### config.mk
export PLATFORM = sky130hd
export DESIGN_NAME = uart_host_tx
export DESIGN_NICKNAME = d
export VERILOG_FILES = /design/src/rtl/uart_pkg.sv /design/src/rtl/sync_fifo.sv /design/src/rtl/uart_host_tx.sv
export SDC_FILE = /design/constraint.sdc
export NUM_CORES = 1
export LEC_CHECK = 0
export BUFFER_PORTS_ARGS = -buffer_cell sky130_fd_sc_hd__buf_2
export CAP_MARGIN = 25
export CORE_ASPECT_RATIO = 2
export CORE_MARGIN = 3
export CORE_UTILIZATION = 60
export CTS_CLUSTER_DIAMETER = 60
export DETAILED_ROUTE_END_ITERATION = 6
export PLACE_DENSITY = 0.77
export SYNTH_ARGS = -nofsm -noshare
export SYNTH_HDL_FRONTEND = slang
export SYNTH_HIERARCHICAL = 1
export SYNTH_SLANG_ARGS = --single-unit
### constraint.sdc
create_clock -name clk -period 6 [get_ports clk]
set_input_delay 1.2 -clock clk [delete_from_list [all_inputs] [get_ports clk]]
set_output_delay 1.2 -clock clk [all_outputs]
set_load 0.03 [all_outputs]
### src/rtl/uart_pkg.sv
// Shared types and helpers for the host-side UART transmitter.
package uart_pkg;

  typedef enum logic [2:0] {
    IDLE,
    START,
    DATA,
    PARITY,
    STOP
  } uart_tx_state_e;

  // Clocks per bit, rounded to nearest.
  function automatic int unsigned calc_div(input int unsigned clk_hz, input int unsigned baud);
    return (clk_hz + baud / 2) / baud;
  endfunction

endpackage

### src/rtl/sync_fifo.sv
// Single-clock FIFO with occupancy count; DEPTH must be a power of two.
module sync_fifo #(
  parameter int WIDTH = 8,
  parameter int DEPTH = 16
) (
  input  logic                     clk,
  input  logic                     rst_n,
  input  logic                     push_i,
  input  logic                     pop_i,
  input  logic [WIDTH-1:0]         wdata_i,
  output logic [WIDTH-1:0]         rdata_o,
  output logic                     full_o,
  output logic                     empty_o,
  output logic [$clog2(DEPTH):0]   count_o
);

  localparam int AW = $clog2(DEPTH);

  logic [WIDTH-1:0] mem_q [DEPTH];
  logic [AW-1:0]    wr_ptr_q, rd_ptr_q;
  logic [AW:0]      count_q;
  logic             do_push, do_pop;

  assign full_o  = (count_q == (AW+1)'(DEPTH));
  assign empty_o = (count_q == '0);
  assign count_o = count_q;
  assign rdata_o = mem_q[rd_ptr_q];

  assign do_push = push_i && !full_o;
  assign do_pop  = pop_i && !empty_o;

  // NOTE: storage carries no reset; only the pointers and count define validity.
  always_ff @(posedge clk) begin
    if (do_push) mem_q[wr_ptr_q] <= wdata_i;
  end

  // NOTE: sequential state uses non-blocking assignments so all flops update together.
  always_ff @(posedge clk or negedge rst_n) begin
    if (!rst_n) begin
      wr_ptr_q <= '0;
      rd_ptr_q <= '0;
      count_q  <= '0;
    end else begin
      if (do_push) wr_ptr_q <= wr_ptr_q + 1'b1;
      if (do_pop)  rd_ptr_q <= rd_ptr_q + 1'b1;
      case ({do_push, do_pop})
        2'b10:   count_q <= count_q + 1'b1;
        2'b01:   count_q <= count_q - 1'b1;
        default: count_q <= count_q;
      endcase
    end
  end

endmodule

### src/rtl/uart_host_tx.sv
// Host-side UART transmitter: byte FIFO, CTS synchroniser and frame serialiser
// driving the SoC receive pin.
module uart_host_tx
  import uart_pkg::*;
#(
  parameter int CLK_FREQ_HZ = 100_000_000,
  parameter int BAUD        = 115_200,
  parameter int DATA_BITS   = 8,
  parameter int PARITY_EN   = 0,
  parameter int PARITY_ODD  = 0,
  parameter int STOP_BITS   = 1,
  parameter int FIFO_DEPTH  = 16
) (
  input  logic                          clk,
  input  logic                          reset_n,
  input  logic [7:0]                    tx_data,
  input  logic                          tx_valid,
  output logic                          tx_ready,
  input  logic                          cts_n_i,
  output logic                          txd_o,
  output logic                          busy_o,
  output logic [$clog2(FIFO_DEPTH):0]   fifo_count
);

  localparam int unsigned          DIV       = calc_div(CLK_FREQ_HZ, BAUD);
  localparam int                   DIV_W     = $clog2(DIV + 1);
  localparam logic [DIV_W-1:0]     DIV_LAST  = DIV_W'(DIV - 1);
  localparam logic [2:0]           LAST_DATA = 3'(DATA_BITS - 1);
  localparam logic [2:0]           LAST_STOP = 3'(STOP_BITS - 1);
  localparam logic [7:0]           DATA_MASK = 8'((1 << DATA_BITS) - 1);

  uart_tx_state_e   state_q;
  logic [DIV_W-1:0] baud_cnt_q;
  logic [2:0]       bit_idx_q;
  logic [7:0]       shift_q;
  logic             parity_q;
  logic             txd_q;
  logic             cts_meta_q, cts_sync_q;

  logic       fifo_full, fifo_empty, fifo_pop;
  logic [7:0] fifo_rdata, frame_data;
  logic       cts_ok, bit_done, start_ok;

  assign tx_ready = !fifo_full;

  sync_fifo #(
    .WIDTH (8),
    .DEPTH (FIFO_DEPTH)
  ) u_fifo (
    .clk     (clk),
    .rst_n   (reset_n),
    .push_i  (tx_valid && tx_ready),
    .pop_i   (fifo_pop),
    .wdata_i (tx_data),
    .rdata_o (fifo_rdata),
    .full_o  (fifo_full),
    .empty_o (fifo_empty),
    .count_o (fifo_count)
  );

  // CTS resets to "not clear" so nothing leaves before the peer is ready.
  always_ff @(posedge clk or negedge reset_n) begin
    if (!reset_n) begin
      cts_meta_q <= 1'b1;
      cts_sync_q <= 1'b1;
    end else begin
      cts_meta_q <= cts_n_i;
      cts_sync_q <= cts_meta_q;
    end
  end

  assign cts_ok     = !cts_sync_q;
  assign bit_done   = (baud_cnt_q == '0);
  assign start_ok   = !fifo_empty && cts_ok;
  assign frame_data = fifo_rdata & DATA_MASK;

  // A new frame may start from IDLE, or on the final stop-bit cycle for zero gap.
  assign fifo_pop = start_ok &&
                    ((state_q == IDLE) ||
                     (state_q == STOP && bit_done && bit_idx_q == LAST_STOP));

  always_ff @(posedge clk or negedge reset_n) begin
    if (!reset_n) begin
      state_q    <= IDLE;
      baud_cnt_q <= '0;
      bit_idx_q  <= '0;
      shift_q    <= '0;
      parity_q   <= 1'b0;
      txd_q      <= 1'b1;
    end else begin
      case (state_q)
        START:   txd_q <= 1'b0;
        DATA:    txd_q <= shift_q[0];
        PARITY:  txd_q <= parity_q;
        default: txd_q <= 1'b1;
      endcase

      if (fifo_pop) begin
        state_q    <= START;
        baud_cnt_q <= DIV_LAST;
        bit_idx_q  <= '0;
        shift_q    <= frame_data;
        parity_q   <= (^frame_data) ^ (PARITY_ODD != 0);
      end else if (state_q != IDLE) begin
        if (!bit_done) begin
          baud_cnt_q <= baud_cnt_q - 1'b1;
        end else begin
          baud_cnt_q <= DIV_LAST;
          case (state_q)
            START: begin
              state_q   <= DATA;
              bit_idx_q <= '0;
            end
            DATA: begin
              shift_q <= shift_q >> 1;
              if (bit_idx_q == LAST_DATA) begin
                state_q   <= (PARITY_EN != 0) ? PARITY : STOP;
                bit_idx_q <= '0;
              end else begin
                bit_idx_q <= bit_idx_q + 1'b1;
              end
            end
            PARITY: begin
              state_q   <= STOP;
              bit_idx_q <= '0;
            end
            STOP: begin
              if (bit_idx_q == LAST_STOP) state_q <= IDLE;
              else                        bit_idx_q <= bit_idx_q + 1'b1;
            end
            default: state_q <= IDLE;
          endcase
        end
      end
    end
  end

  assign txd_o  = txd_q;
  assign busy_o = (state_q != IDLE) || !fifo_empty;

endmodule
* Word level (Yosys, flattened, before mapping) *
Memories as Yosys holds them, arrays and structs flattened.
Cells that the tools add are included.

word-level totals
  logic and storage cells = 79
  output and inout port bits = 8
  memories kept = 1
  RAM bits = 128
  flip-flop bits (word level) = 41
  input port bits = 12

memory list
  memory        words  width  read ports  clocked after memory_dff  wr ports  RTL line         RTL
  u_fifo.mem_q  16     8      1           0                         1         sync_fifo.sv:19  logic [WIDTH-1:0] mem_q [DEPTH];

cells by class
  add/subtract/negate cells = 6
  reductions and logical operators = 27
  equal/unequal tests = 11
  mux-type cells = 23

operators by type and width
  cell                                                    count
  2-to-1 mux 8 bit                                        4
  2-to-1 mux 10 bit                                       3
  2-to-1 mux 3 bit                                        10
  one-hot mux 3 bit (4 select lines)                      1
  logical NOT 10 bit                                      1
  one-hot mux 5 bit (2 select lines)                      1
  subtractor 10 x 1 -> 10 bit (second input constant)     1
  one-hot mux 3 bit (3 select lines)                      1
  adder 4 x 1 -> 4 bit (second input constant)            2
  AND reduction 4 bit                                     2
  nonzero test 2 bit                                      4
  XOR reduction 8 bit                                     1
  logical AND 1 bit                                       7
  == test 3 x 2 -> 1 bit (second input constant)          2
  == test 3 bit (second input constant)                   2
  logical NOT 3 bit                                       2
  inequality test 3 x 2 -> 1 bit (second input constant)  2
  adder 5 x 1 -> 5 bit (second input constant)            1
  == test 5 bit (second input constant)                   1
  logical NOT 5 bit                                       1
  subtractor 5 x 1 -> 5 bit (second input constant)       1
  nonzero test 4 bit                                      1
  adder 3 x 1 -> 3 bit (second input constant)            1
  == test 3 x 1 -> 1 bit (second input constant)          1
  other kinds (10)                                        14

* Depth between registers and ports, before layout *
Gate-level depths: netlist of the first run.

  depth in word-level cells = 8
  gate-level depth with buffers = 16

* Cells and area by module *
Netlist of the first run, hierarchy kept.

by module, submodules not included
  module        cells an instance  area each (µm²)  times used
  sync_fifo     332                5,779.3          1
  uart_host_tx  160                1,612.8          1

* Least setup slack after synthesis of the first run *
Ideal clock, no wire load.

  path kind = flip-flop to flip-flop
  start = reg u_fifo.count_q[0], in the netlist u_fifo/count_o[0]
  end = reg u_fifo.count_q[4], in the netlist u_fifo/count_o[4]
  path buffers = 2
  setup slack = 2,599 ps
  arrival time = 3,267 ps
  stages on the path, launching flop included = 17
  required time = 5,866 ps
  clock period less this slack = 3,401 ps
  cell sequence = dfrtp_1 -> nor4_2 -> and2b_1 -> nor2_1 -> nand2_1 -> a21oi_4 -> buf_8 -> nor2b_1 -> buf_2 -> ha_1 -> inv_1 -> fa_1 -> nor2b_1 -> o21ai_0 -> nand3_1 -> or3b_1 -> xnor2_1

between the ends
  cells in the longest elaborated chain, start to end = 7
  elaborated cells on any way between the ends = 15
  classes of those cells = 2 x add/sub; 3 x eq/ne; 1 x mux; 9 x reduce/logical

RTL lines
  what                                                                             RTL line            RTL
  from (decl)                                                                      sync_fifo.sv:21     logic [AW:0] count_q;
  from (signal assigned)                                                           sync_fifo.sv:47     2'b10: count_q <= count_q + 1'b1;
  from (signal assigned)                                                           sync_fifo.sv:48     2'b01: count_q <= count_q - 1'b1;
  from (signal assigned)                                                           sync_fifo.sv:49     default: count_q <= count_q;
  logical NOT 5 bit *                                                              sync_fifo.sv:25     assign empty_o = (count_q == '0);
  named net fifo_empty                                                             uart_host_tx.sv:40  logic fifo_full, fifo_empty, fifo_pop;
  logical NOT 1 bit *                                                              uart_host_tx.sv:74  assign start_ok = !fifo_empty && cts_ok;
  logical AND 1 bit *                                                              uart_host_tx.sv:74
  logical AND 1 bit *                                                              uart_host_tx.sv:78  assign fifo_pop = start_ok &&
  named net fifo_pop                                                               uart_host_tx.sv:40
  logical AND 1 bit *                                                              sync_fifo.sv:30     assign do_pop = pop_i && !empty_o;
  named net u_fifo.do_pop                                                          sync_fifo.sv:22     logic do_push, do_pop;
  == test 2 x 1 -> 1 bit / == test 2 bit (equally long branches)                   sync_fifo.sv:46     case ({do_push, do_pop})
  one-hot mux 5 bit (2 select lines) / nonzero test 2 bit (equally long branches)  --

The timed path passes the listed nets; every way through them passes the cells marked *.
A chain may end at the register's enable or synchronous reset.

* Worst setup path in the final report of the first run *
  start = reg u_fifo.count_q[0], in the netlist u_fifo/count_o[0]
  end = reg u_fifo.count_q[4], in the netlist u_fifo/count_o[4]

between the ends
  cells in the longest elaborated chain, start to end = 7
  elaborated cells on any way between the ends = 15
  classes of those cells = 2 x add/sub; 3 x eq/ne; 1 x mux; 9 x reduce/logical

RTL lines
  what                                                                             RTL line
  logical NOT 5 bit *                                                              sync_fifo.sv:25
  named net fifo_empty                                                             uart_host_tx.sv:40
  logical NOT 1 bit *                                                              sync_fifo.sv:30, uart_host_tx.sv:74
  logical AND 1 bit                                                                uart_host_tx.sv:74
  logical AND 1 bit                                                                uart_host_tx.sv:78
  logical AND 1 bit *                                                              sync_fifo.sv:30
  == test 2 x 1 -> 1 bit / == test 2 bit (equally long branches)                   sync_fifo.sv:46
  one-hot mux 5 bit (2 select lines) / nonzero test 2 bit (equally long branches)  --

Marked as above.

==> results of run 1 <==
registers in the layout (all words and copies together) (netlist names):
name and cells:
shift_q 8, bit_idx_q 3, u_fifo/count_o 5, u_fifo/rd_ptr_q 4
baud_cnt_q 10, cts_sync_q 1, u_fifo/wr_ptr_q 4, txd_o 1
state_q 3, cts_meta_q 1, u_fifo/mem_q 128, parity_q 1
cell families (layout without fill, tap and decap cells):
| kind of cell | after synthesis | count (layout) | synth area share [%] |
|---|---|---|---|
| compound gates | 83 | 83 | 7.278 |
| xor+xnor | 23 | 23 | 2.725 |
| fa+ha+maj | 15 | 15 | 2.641 |
| buf+inv | 41 | 76 | 3.199 |
| flops | 169 | 169 | 65.93 |
| mux | 59 | 59 | 10.92 |
| simple gates | 102 | 102 | 7.312 |
layer usage:
metal	vias to the layer above	track usage [%]	wire length, um
li1	1886	-	-
met1	2036	23.60	4807
met3	31	3.949	351
met5	-	0	0
met4	0	10.52	401
met2	79	42.40	8532
through the flow:
stage	std cells	cell area [um^2]	hold slack [ns]	setup WS, ns	utilization (%)
after floorplan	492	7392	0.3452	2.599	-
final	672	8152	0.3643	2.156	68.43
after global placement	638	7542	0.3502	2.319	63.32
after global routing	672	8152	0.3667	1.827	68.43
after detailed placement	639	7553	0.3511	2.155	63.41
after CTS	671	8132	0.3638	2.141	68.27
synth_stat cells, types with 7 or more instances:
master and n:
inv_1 17, edfxtp_1 128, a221oi_1 8, mux4_2 16
mux2_2 9, a21oi_1 17, o21ai_0 29, a22oi_1 9
clkbuf_1 7, dfrtp_1 38, ha_1 14, nor2_1 28
buf_2 8, mux2i_1 33, xnor2_1 17, nand2_1 32
where the power goes:
| group | internal, uW | switching [uW] | total [uW] |
|---|---|---|---|
| Combinational | 117 | 223 | 340 |
| Clock | 558 | 493 | 1050 |
| Sequential | 1380 | 61.6 | 1440 |
area by class of cell:
class                   instances  area (um^2)
multi-input cells             282         2282
fillers                       795         3760
well taps                     145        181.4
inverters                      17        63.81
repair buffers                 27        171.4
clock inverters                14        148.9
flip-flops and latches        169         4875
clock buffers                  18        429.2
path summary, 6_finish.rpt:
path                       slack, ns                end         startpoint  cells after the start
max                             2.16  u_fifo/count_o[4]  u_fifo/count_o[0]                     14
min                             0.36         cts_sync_q         cts_meta_q                      0
max reg2reg                     2.16  u_fifo/count_o[4]  u_fifo/count_o[0]                     14
min reg2reg                     0.36         cts_sync_q         cts_meta_q                      0
max in group asynchronous       4.96              txd_o            reset_n                      2
min in group asynchronous       0.55  u_fifo/count_o[4]            reset_n                      1
==> flow_summary.toml, run 1 <==
[die]
die_area_um2 = 13770
die_x_um = 84.49
initial_core_util_pct = 62.06
pin_count = 20
coreArea_um2 = 11910
rows = 56
die_h_um = 163.0

[worst_setup_path]
critPathMaxStageDelay_ns = 0.45
cp_cell_sequence = "nor4_2 > and2b_1 > nor2_1 > nand2_1 > a21oi_4 > nor2b_1 > ha_1 > inv_1 > fa_1 > nor2b_1 > o21ai_0 > nand3_1 > or3b_1 > xnor2_1"
worst-path-max-fanout = 13
worstSetupEndpointType = "flop"
worstPathArrival_ns = 4.16
worst_setup_path_start_kind = "flop"
path_delay_family = "simple AND/OR/NAND/NOR gates"
path_class = "flop to flop"
cpMostUsedCell = "nor2b_1"
cp_slowest_cell = "nor2b_1"
critPathBufInv = 1
cp.required_ns = 6.32

[sta]
finalSetupTns_ns = 0
timing.fmax_mhz = 260.1
final_max_slew_viol_count = 0
slew_headroom_pct = 36.54
rsz0062_at_grt = "false"
setup_viol = 0
min_period_ns = 3.844
tightest_slew_ns = 0.9484
finalCritPeriodShare_pct = 64.07
finClkSkew_ns = 0.01893
hold_viol = 0

[power]
powerDensity_nw_per_um2 = 347.6
power.total_uw = 2834
p_leak_uw = 0.003080
ir_drop_mv = 0.3175

[yosys]
synth_fp_nets = 519
syn_avg_cell_area_um2 = 15.02
synth_edf_count = 128
synthFlopType = "edfxtp_1"
yosysTopAreaCell = "edfxtp_1"
synth_area_leaders = "edfxtp_1, dfrtp_1, mux4_2, mux2i_1, ha_1"
yosys.area.top_type_share_pct = 52.00
async_flop_share_pct = 24.26
yosysUniqueCellTypes = 59
synthCells = 492
syn-cell-area_um2 = 7392
yosysSeqAreaShare_pct = 65.93
yosysWarnings = 6
ys_ff_latch = 169

[flow_run]
drv_cap = 0

[cts]
cts-root-buf = "clkbuf_16"
cts-resized-gates = 0
cts-htree-levels = 4
clkSlewWorstSetupHoldPaths_ns = 0.07
cts_tree = "done"
numClockSinks = 169
clock_latency_ns = 0.43
cts_buffers = 17
clk_path_buf_depth = 2
postCtsSetupBuffers = 0
ctsHoldBuffers = 0

[route]
avgRoutedWirePerCell_um = 20.97
viasPerCell = 6.000
ant_nets = 0
drc = 0
drt_iter0_drc = 327
first_pass_iters = 4
routed_wl_mm = 14.09
via_count = 4032

[global_route]
grt_pass1_wl_mm = 23.02
grt-ovfl-total = 0
first_global_vias = 4352
grt_antenna_before_repair = 0
grt_max_degree = 42
grt_use_total_pct = 22.46

[final_layout]
antennaDiodeCount = 0
drive_above_1_share_pct = 19.92
area_delta_synth_final_pct = 10.27
final_cell_mix = "edfxtp_1, dfrtp_1, mux2i_1"
final_nets = 541
final_common_cell = "edfxtp_1"

[hold_path]
hold_path.class = "flop to flop"

[place]
dpl.hpwl_mm = 9.782
port_buffers = 19
place_congestion = 0.8963

[run_status]
status = "complete, no violations"
Power figures use the tool's default switching activity.
==> inputs of run 2 (changes only) <==
--- a/config.mk
+++ b/config.mk
@@ -9,10 +9,10 @@
 export CAP_MARGIN = 25
 export CORE_ASPECT_RATIO = 2
 export CORE_MARGIN = 3
-export CORE_UTILIZATION = 60
+export CORE_UTILIZATION = 56
 export CTS_CLUSTER_DIAMETER = 60
 export DETAILED_ROUTE_END_ITERATION = 6
-export PLACE_DENSITY = 0.77
+export PLACE_DENSITY = 0.76
 export SYNTH_ARGS = -nofsm -noshare
 export SYNTH_HDL_FRONTEND = slang
 export SYNTH_HIERARCHICAL = 1
==> constraint.sdc (replaced) <==
create_clock -name clk -period 3.2 [get_ports clk]
set_input_delay 0.64 -clock clk [delete_from_list [all_inputs] [get_ports clk]]
set_output_delay 0.64 -clock clk [all_outputs]
set_load 0.03 [all_outputs]
==> flow_summary.toml, run 2 (synthesis results as in run 1) <==
[run_status]
status = "complete, no violations"

[die]
die_area_um2 = 14700
initial_core_util_pct = 57.88
pin_count = 20
die_h_um = 168.5
die_x_um = 87.24
rows = 58
coreArea_um2 = 12770

[final_layout]
multi_input_area_um2 = 2292
final_cell_mix = "edfxtp_1, mux2i_1, dfrtp_1"
final_nets = 561
antennaDiodeCount = 0
reg.largest.list = "u_fifo/mem_q x128, baud_cnt_q x10, shift_q x8"
nFillCells = 927
seqCellArea_um2 = 4881
drive_above_1_share_pct = 24.31
area_delta_synth_final_pct = 12.71
final_common_cell = "edfxtp_1"
top_register = "u_fifo/mem_q"
largest_reg_flops = 128

[route]
first_pass_iters = 5
ant_nets = 0
drc = 0
viasPerCell = 6.011
avgRoutedWirePerCell_um = 20.93
routed_wl_mm = 14.59
drt_iter0_drc = 251
via_count = 4190

[worst_setup_path]
path_class = "flop to flop"
worst_setup_path_start_kind = "flop"
cp.required_ns = 3.51
r2r_slack_ns = 0.19
worstSetupEndpointType = "flop"
worst-path-max-fanout = 4
reg2reg_depth = 14
worstPathArrival_ns = 3.31

[power]
p_leak_uw = 0.003189
ir_drop_mv = 0.5398
cellInternalPower_uw = 4014
combinationalPowerShare_pct = 12.5
power.switching_uw = 1406
pwr-share-clk_pct = 37.4
powerDensity_nw_per_um2 = 650.5
sw_frac_of_total_pct = 25.94
power_frac_seq_pct = 50.1

[cts]
clkSlewWorstSetupHoldPaths_ns = 0.06
cts_tree = "done"
numClockSinks = 169
ctsHoldBuffers = 0
clock_latency_ns = 0.43
cts-root-buf = "clkbuf_16"
cts-htree-levels = 4
clk_path_buf_depth = 2
cts_buffers = 17

[sta]
hold_viol = 0
rsz0062_at_grt = "false"
slew_headroom_pct = 38.61
timing.fmax_mhz = 332.7
final_max_slew_viol_count = 0
finalCritPeriodShare_pct = 93.93
fin_ws_ns = 0.1941
finalSetupTns_ns = 0
finClkSkew_ns = 0.01058
tightest_slew_ns = 0.9208
min_period_ns = 3.006
setup_viol = 0

[global_route]
grt_pass1_wl_mm = 23.64
grt_use_total_pct = 21.63
grt_max_degree = 42
grt_most_used_layer = "met2"
first_global_vias = 4488
grt_antenna_before_repair = 0
grt-ovfl-total = 0
grtUsageMet2_pct = 41.52
grtUsageMet3_pct = 4.238
use_met1_pct = 22.51

[place]
place_congestion = 0.8192
dpl_worst_slack_ns = 0.1502
dpl.hpwl_mm = 10.44
port_buffers = 19

[flow_run]
drv_cap = 0

[hold_path]
hold_path.class = "input port to flop"
min_path_cells = 1
-- run 2: cell count changes in the layout (fill, tap and decap cells not counted), sizes merged --
cell / previous run / this run
buf: 27 / 47
inv: 28 / 24
clkinv: 2 / 5
bufinv: 0 / 2
clkinvlp: 1 / 0
-- run 2: cell type report --
class,instances,area share (%)
inverters,17,0.7659
repair buffers,47,3.814
clock inverters,14,1.922
flip-flops and latches,169,58.58
clock buffers,18,5.151
well taps,150,2.253
multi-input cells,282,27.51
-- run 2: worst paths after layout --
path,start,end
worst min-delay path,cts_n_i,cts_meta_q
worst max register to register,baud_cnt_q[0],u_fifo/count_o[4]
worst min register to register,cts_meta_q,cts_sync_q
worst max-delay path,baud_cnt_q[0],u_fifo/count_o[4]
max in group asynchronous,reset_n,u_fifo/count_o[0]
min in group asynchronous,reset_n,u_fifo/count_o[4]
-- run 2: critical path, cell delays in order, from the launching register on --
cell and delay, ns:
dfrtp_1 0.41, inv_1 0.13, ha_1 0.15, and2b_2 0.19, nand4_4 0.12, a21oi_4 0.17
nor2b_2 0.18, ha_2 0.24, inv_1 0.09, fa_1 0.40, nor2b_1 0.12, o21ai_0 0.10
nand3_1 0.09, or3b_1 0.36, xnor2_1 0.13
-- run 2: power by group through the flow --
stage	combinational, uW	sequential [uW]	clock [uW]
after floorplan	400	2770	0
after global placement	655	2740	0
after detailed placement	683	2760	0
after CTS	687	2710	2060
after global routing	744	2740	2160
final	679	2720	2030
-- run 2: timing repair --
item,in CTS,in global routing
resized for setup,0,1
buffers inserted,0,0
hold endpoints to repair,0,0
endpoints found under the setup margin,0,1
-- run 2: per-layer routing --
layer	wire [um]	vias up	share of wire (%)
met5	0	-	0
met1	4938	2129	34
met3	419	28	2.9
met4	316	0	2.2
met2	8912	106	61
li1	-	1927	-
-- run 2: metrics by stage --
stage	instance area, um^2	cells	utilization, %	hold WS (ns)	power (uW)
floorplan	7406	492	-	0.3444	3165
global placement	7740	665	60.60	0.3504	3393
detailed placement	7740	665	60.60	0.3499	3442
CTS	8329	697	65.21	0.3068	5463
global route	8332	697	65.23	0.3031	5640
finish	8332	697	65.23	0.3165	5420
